`src/rtl/beq_branch_unit_if.sv`:
```
`default_nettype none
// ============================================================================
//  Module      : beq_branch_unit_if
//  Description : Operand-load and compare bus for beq_branch_unit.
//                master drives write, i1, i2 and eorne, and receives the
//                register contents and the branch decision.
//                slave is the branch unit side.
//  Signals     : write        - shared write enable for both operand registers
//                i1, i2       - operand register data inputs
//                eorne        - 1 = branch-if-equal, 0 = branch-if-not-equal
//                oreg1, oreg2 - current operand register contents
//                branchdecide - 1 = take branch (combinational)
//  Revision    : 1.0 - initial release
// ============================================================================
interface beq_branch_unit_if #(
    parameter int unsigned WIDTH = 16
);
    logic             write;
    logic [WIDTH-1:0] i1;
    logic [WIDTH-1:0] i2;
    logic             eorne;
    logic [WIDTH-1:0] oreg1;
    logic [WIDTH-1:0] oreg2;
    logic             branchdecide;

    modport master (
        output write,
        output i1,
        output i2,
        output eorne,
        input  oreg1,
        input  oreg2,
        input  branchdecide
    );

    modport slave (
        input  write,
        input  i1,
        input  i2,
        input  eorne,
        output oreg1,
        output oreg2,
        output branchdecide
    );
endinterface
`default_nettype wire

```
`src/rtl/beq_branch_unit.sv`:
```
`default_nettype none
// ============================================================================
//  Module      : beq_branch_unit
//  Description : Two WIDTH-bit operand registers sharing one write enable,
//                followed by a purely combinational equality comparator that
//                produces a beq/bne branch decision.
//  Ports       : clk  - clock, all state updates on the rising edge
//                rst  - synchronous active-high reset, loads RESET_VALUE
//                bus  - beq_branch_unit_if.slave
//                       write/i1/i2 load the registers (one-edge latency)
//                       eorne selects beq (1) or bne (0)
//                       oreg1/oreg2 expose the registers
//                       branchdecide is the branch-taken decision
//  Revision    : 1.0 - initial release
// ============================================================================
module beq_branch_unit #(
    parameter int unsigned      WIDTH       = 16,
    parameter logic [WIDTH-1:0] RESET_VALUE = '0
) (
    input  wire logic           clk,
    input  wire logic           rst,
    beq_branch_unit_if.slave    bus
);

    // Operand registers: the only state in the block.
    logic [WIDTH-1:0] r_reg1;
    logic [WIDTH-1:0] r_reg2;

    // Comparator result and final decision.
    logic             w_equal;
    logic             w_decide;

    // Reset wins over write; with write low both registers hold.
    always_ff @(posedge clk) begin
        if (rst) begin
            r_reg1 <= RESET_VALUE;
            r_reg2 <= RESET_VALUE;
        end else if (bus.write) begin
            r_reg1 <= bus.i1;
            r_reg2 <= bus.i2;
        end
    end

    // Pure bitwise equality; no signed or magnitude interpretation.
    // eorne is not registered so a mode change is visible within the cycle.
    always_comb begin
        w_equal  = (r_reg1 == r_reg2);
        w_decide = bus.eorne ? w_equal : ~w_equal;
    end

    assign bus.oreg1        = r_reg1;
    assign bus.oreg2        = r_reg2;
    assign bus.branchdecide = w_decide;

endmodule
`default_nettype wire

```
`src/flat_wrapper.sv`:
```
// flat-port wrapper written by rule: the top's interface ports become plain ports
module beq_branch_unit_flat 
#(
    parameter int unsigned      WIDTH       = 16,
    parameter logic [WIDTH-1:0] RESET_VALUE = '0
)
  (clk, rst, bus_write, bus_i1, bus_i2, bus_eorne, bus_oreg1, bus_oreg2, bus_branchdecide);
  beq_branch_unit_if #(.WIDTH(WIDTH)) bus_i ();
  input  wire logic clk;
  input  wire logic rst;
  input wire logic [$bits(bus_i.write)-1:0] bus_write;
  input wire logic [$bits(bus_i.i1)-1:0] bus_i1;
  input wire logic [$bits(bus_i.i2)-1:0] bus_i2;
  input wire logic [$bits(bus_i.eorne)-1:0] bus_eorne;
  output wire logic [$bits(bus_i.oreg1)-1:0] bus_oreg1;
  output wire logic [$bits(bus_i.oreg2)-1:0] bus_oreg2;
  output wire logic [$bits(bus_i.branchdecide)-1:0] bus_branchdecide;
  assign bus_i.write = bus_write;
  assign bus_i.i1 = bus_i1;
  assign bus_i.i2 = bus_i2;
  assign bus_i.eorne = bus_eorne;
  assign bus_oreg1 = bus_i.oreg1;
  assign bus_oreg2 = bus_i.oreg2;
  assign bus_branchdecide = bus_i.branchdecide;
  beq_branch_unit #(.WIDTH(WIDTH), .RESET_VALUE(RESET_VALUE)) u_core (.clk(clk), .rst(rst), .bus(bus_i));
endmodule
```
`config.mk`:
```
export PLATFORM = sky130hd
export DESIGN_NAME = beq_branch_unit_flat
export DESIGN_NICKNAME = d
export VERILOG_FILES = /design/src/rtl/beq_branch_unit_if.sv /design/src/rtl/beq_branch_unit.sv /design/src/flat_wrapper.sv
export SDC_FILE = /design/constraint.sdc
export NUM_CORES = 1
export LEC_CHECK = 0
export BUFFER_PORTS_ARGS = -buffer_cell sky130_fd_sc_hd__buf_2
export CAP_MARGIN = 20
export CELL_PAD_IN_SITES_DETAIL_PLACEMENT = 1
export CELL_PAD_IN_SITES_GLOBAL_PLACEMENT = 1
export CORE_MARGIN = 5
export CORE_UTILIZATION = 36
export CTS_BUF_LIST = sky130_fd_sc_hd__clkbuf_2
export DETAILED_ROUTE_END_ITERATION = 10
export PLACE_DENSITY_LB_ADDON = 0.08
export RECOVER_POWER = 50
export SYNTH_ARGS = -nofsm -noshare
export SYNTH_HDL_FRONTEND = slang
export SYNTH_SLANG_ARGS = --single-unit
export TNS_END_PERCENT = 10
```
`constraint.sdc`:
```
create_clock -name clk -period 1.67 [get_ports clk]
set_input_delay 0.2505 -clock clk [delete_from_list [all_inputs] [get_ports clk]]
set_output_delay 0.2505 -clock clk [all_outputs]
set_load 0.01 [all_outputs]
```
# Word level (Yosys, flattened, before mapping)
# Index checks and enable logic that the tools add are counted.
# W data, S select, Z words.
# totals
register_bits	32
latch_bits	0
mem_bits_rw	0
mem_bits_ro	0
wordCells	5
memories	0
# op_classes
n_addsub	0
n_mul	0
div_mod_pow	0
order_cmp	0
n_eq_ne	1
shifts	0
n_mux	1
bitwise_logic	1
reduce_logical	0
# op_table
cell	n
$eq A16 B16 Y1	1
$mux W1	1
$not A1 Y1	1

# Longest topological paths before layout
# logic_depth
word_depth	3
ltp_mapped	4
depth_no_buf	4

# Worst setup path before layout
# No wires, ideal clock.
# synth_timing
kind	register to output
start	reg u_core.r_reg1[6], in the netlist u_core.bus.oreg1[6]
end	out bus_branchdecide
t_arrival_ns	1.118
required_ns	1.419
setup_slack_ns	0.301
path_stages_with_launch	5
path_buffers	0
path_cell_list	dfxtp_1 > xnor2_1 > nand4_1 > nor4_2 > xnor2_1
# synth_between
elab_chain_cells	3
# synth_lines
item	line_no	rtl
start: declaration	beq_branch_unit.sv:26	logic [WIDTH-1:0] r_reg1;
start signal: assignment	beq_branch_unit.sv:39	r_reg1 <= bus.i1;
$eq A16 B16 Y1 (*)	beq_branch_unit.sv:47	w_equal = (r_reg1 == r_reg2);
$not A1 Y1	beq_branch_unit.sv:48	w_decide = bus.eorne ? w_equal : ~w_equal;
$mux W1 (*)	beq_branch_unit.sv:48	
end: declaration	flat_wrapper.sv:17	output wire logic [$bits(bus_i.branchdecide)-1:0] bus_branchdecide;
# Mark *: on every way between the ends. The rest lies on a longest branch, timed or not.

# Final worst setup path
# layout_timing
start	reg u_core.r_reg1[12], in the netlist u_core.bus.oreg1[12]
end	out bus_branchdecide
# Same word-level chain as after synthesis.

==> out/results.tsv <==
stage	metric	value	unit
setup_path	RR Startpoint	u_core.bus.oreg2[4]$_SDFFE_PP0P_	
yosys	cell taking the most area after synthesis	dfxtp_1	
sta	Slew @ Worst Pin	560.2	ps
layout	fraction of layout cells with a size suffix above 1	0.4513	
pwr	Static Leak	0.8963	nW
yosys	synth unique cells	9	
setup_path	crit path from	u_core.bus.oreg1[12]$_SDFFE_PP0P_	
cts	CTS H-Tree Depth	2	
global_routing	GRT Total Usage	0.1404	
cts	Sink Count	32	
global_routing	first-pass GRT wire length	5.285	mm
sta	hold slack	103.5	ps
yosys	top cells by area, synth	dfxtp_1, mux2i_1, xnor2_1	
floorplanning	Die X	70.12	um
route	vias per inst	4.560	
cts	CTS Buffer Depth	2	
layout	Core Util, Final	0.5161	
run	Max-Cap Viols	0	
yosys	Seq cells post-synth	32	
setup_path	critical path fanouts, max	3	
sta	Period Utilization, post-route	1.137	
route	Routed WL	3.277	mm
sta	final setup vio count	1	
route	WL/cell	13.60	um
route	Vias	1099	
yosys	ys async rst share	0	
route	DR pass1 iterations	4	
layout	area of the multi-input gates	656.9	um^2
yosys	mean post-synth cell area	10.41	um^2
setup_path	slowest CP cell	dfxtp_2	
worst_hold_path	worst hold path class	in -> reg	
worst_hold_path	Hold Startpoint	bus_i2[1]	
layout	area delta synth->final	35.48	%
cts	CTS root buffer	clkbuf_2	
sta	final setup margin	-229.5	ps
setup_path	Worst Path Arrival	1650	ps
cts	CTS Buf Count	5	
sta	skew final	0	ps
setup_path	CP startpoint kind	register	
cts	clk_lat worst skew	360	ps
setup_path	Worst EP required	1420	ps
floorplanning	Initial Util	0.3810	
global_routing	GR Overflow Total	0	
route	Detailed Route Iter0 Violations	35	
layout	# diodes	0	
layout	post-route non-filler standard cell count	241	
floorplanning	die area	4917	um^2
yosys	register area share after synthesis	0.4923	
pwr	P per Cell Area	849.5	nW/um^2
global_routing	vias in the first global route	1094	
floorplanning	row count	21	
layout	FILL cells	444	
setup_path	crit path cell chain	xnor2_1, nand4_1, nor4_2, xnor2_1, buf_2	
cts	hold buffer count at CTS	0	
outcome	outcome	complete, but fails checks	
setup_path	slowest stage delay, CP	360	ps
yosys	Syn Inst Count	125	
yosys	Post-synth top cells	dfxtp_1, mux2i_1, nor2_1, xnor2_1, nand4_1	
placement	GPL Wtd Cong	0.7462	
floorplanning	core area	3416	um^2
sta	fin crit period	1900	ps
yosys	Post-Synthesis Cell Area	1301	um^2
placement	hpwl dp	2.502	mm
yosys	Top FF cell, synth	dfxtp_1	
floorplanning	Die H	70.12	um
outcome	failing checks	setup timing	
global_routing	initial antenna violation count	0	
placement	Placed Cells	233	
route	drc violations	0	
floorplanning	I/O pins	69	
sta	setup TNS	-229.5	ps
cts	clk slew on worst S/H paths	160	ps
yosys	Post-synth EDFFs	0	
layout	area taken by flip-flops and latches	649.4	um^2
setup_path	critical path class	reg -> out	
yosys	Yosys Warn Count	0	
pwr	Max VDD drop	0.0004863	V
setup_path	CP dominant cell by count	xnor2_1	
placement	I/O Buffers	68	
sta	final number of hold-violating endpoints	0	
sta	max-slew headroom at the worst pin	0.6265	
global_routing	largest net degree at the start of global routing	33	
yosys	Synth top area share	0.4923	
route	ANT nets after route	0	
cts	CTS tree	built	
yosys	Syn Nets	161	
sta	max frequency	526.5	MHz
setup_path	crit end category	primary output	
layout	Total Nets Final	230	
sta	Final Max Tran Viols	0	
sta	unrepaired setup endpoints after global routing	yes	
[registers in the layout, summed over array words and instances (netlist names)]
register	cells
u_core.bus.oreg2	16
u_core.bus.oreg1	16
[logic make-up after synthesis]
group         count (synthesis)  share of synthesized area
flops                        32                     0.4923
simple gates                 37                     0.1212
buf+inv                       7                    0.02596
mux                          32                     0.2462
xor+xnor                     17                     0.1144
[power by group]
group / switching, mW / total [mW] / internal (mW) / leakage [nW]
logic: 0.131 / 0.280 / 0.149 / 0.599
clock network: 0.250 / 0.362 / 0.112 / 0.0306
registers: 0.0439 / 0.856 / 0.812 / 0.267
[cell usage in the layout, fill, tap and decap left out]
cell type / count
mux2i_1: 32
nand4_1: 4
dfxtp_1: 25
xnor2_2: 4
clkbuf_2: 7
buf_12: 1
nor4_2: 1
dfxtp_2: 7
buf_2: 68
clkinv_1: 1
xnor2_1: 13
nor2_1: 32
[area by class of cell]
| type | instances | area share |
|---|---|---|
| tap | 46 | 0.03265 |
| timing repair buffer | 69 | 0.2044 |
| multi-input combinational | 86 | 0.3726 |
| sequential | 32 | 0.3683 |
| clock buffer | 7 | 0.01987 |
| clock inverter | 1 | 0.002129 |
[what timing repair did]
item	in CTS	in global routing
pin swaps	4	5
cloned	0	0
buffers inserted	0	0
resized for setup	3	8
endpoints found under the setup margin	1	1
[metal layers]
layer,part of all wire,GRT usage
met1,0.41,0.1635
met2,0.46,0.2067
met4,0.018,0.06383
met5,0,0
met3,0.11,0.08178
[worst max-delay path: cells and delay by family (launching register included)]
kind,cells,cell delay [ps]
AND/OR/NAND/NOR,2,450
flip-flops,1,360
buffers and inverters,1,160
XOR/XNOR,2,310
[metrics by stage]
step / instance area (um^2) / total power, mW / setup WS [ps]
6_report: 1763 / 1.498 / -229.5
3_3_place_gp: 1685 / 1.139 / 157.1
4_1_cts: 1734 / 1.513 / -306.6
2_1_floorplan: 1301 / 1.026 / 301.0
5_1_grt: 1763 / 1.593 / -374.9
3_5_place_dp: 1685 / 1.148 / 109.1
[worst paths after layout]
check	endpoint	slack, ps	depth (start not counted)
max	bus_branchdecide	-230	5
min reg2reg	u_core.bus.oreg1[12]$_SDFFE_PP0P_	540	2
max reg2reg	u_core.bus.oreg2[4]$_SDFFE_PP0P_	980	2
min	u_core.bus.oreg2[1]$_SDFFE_PP0P_	100	3
Power figures use the tool's default switching activity.
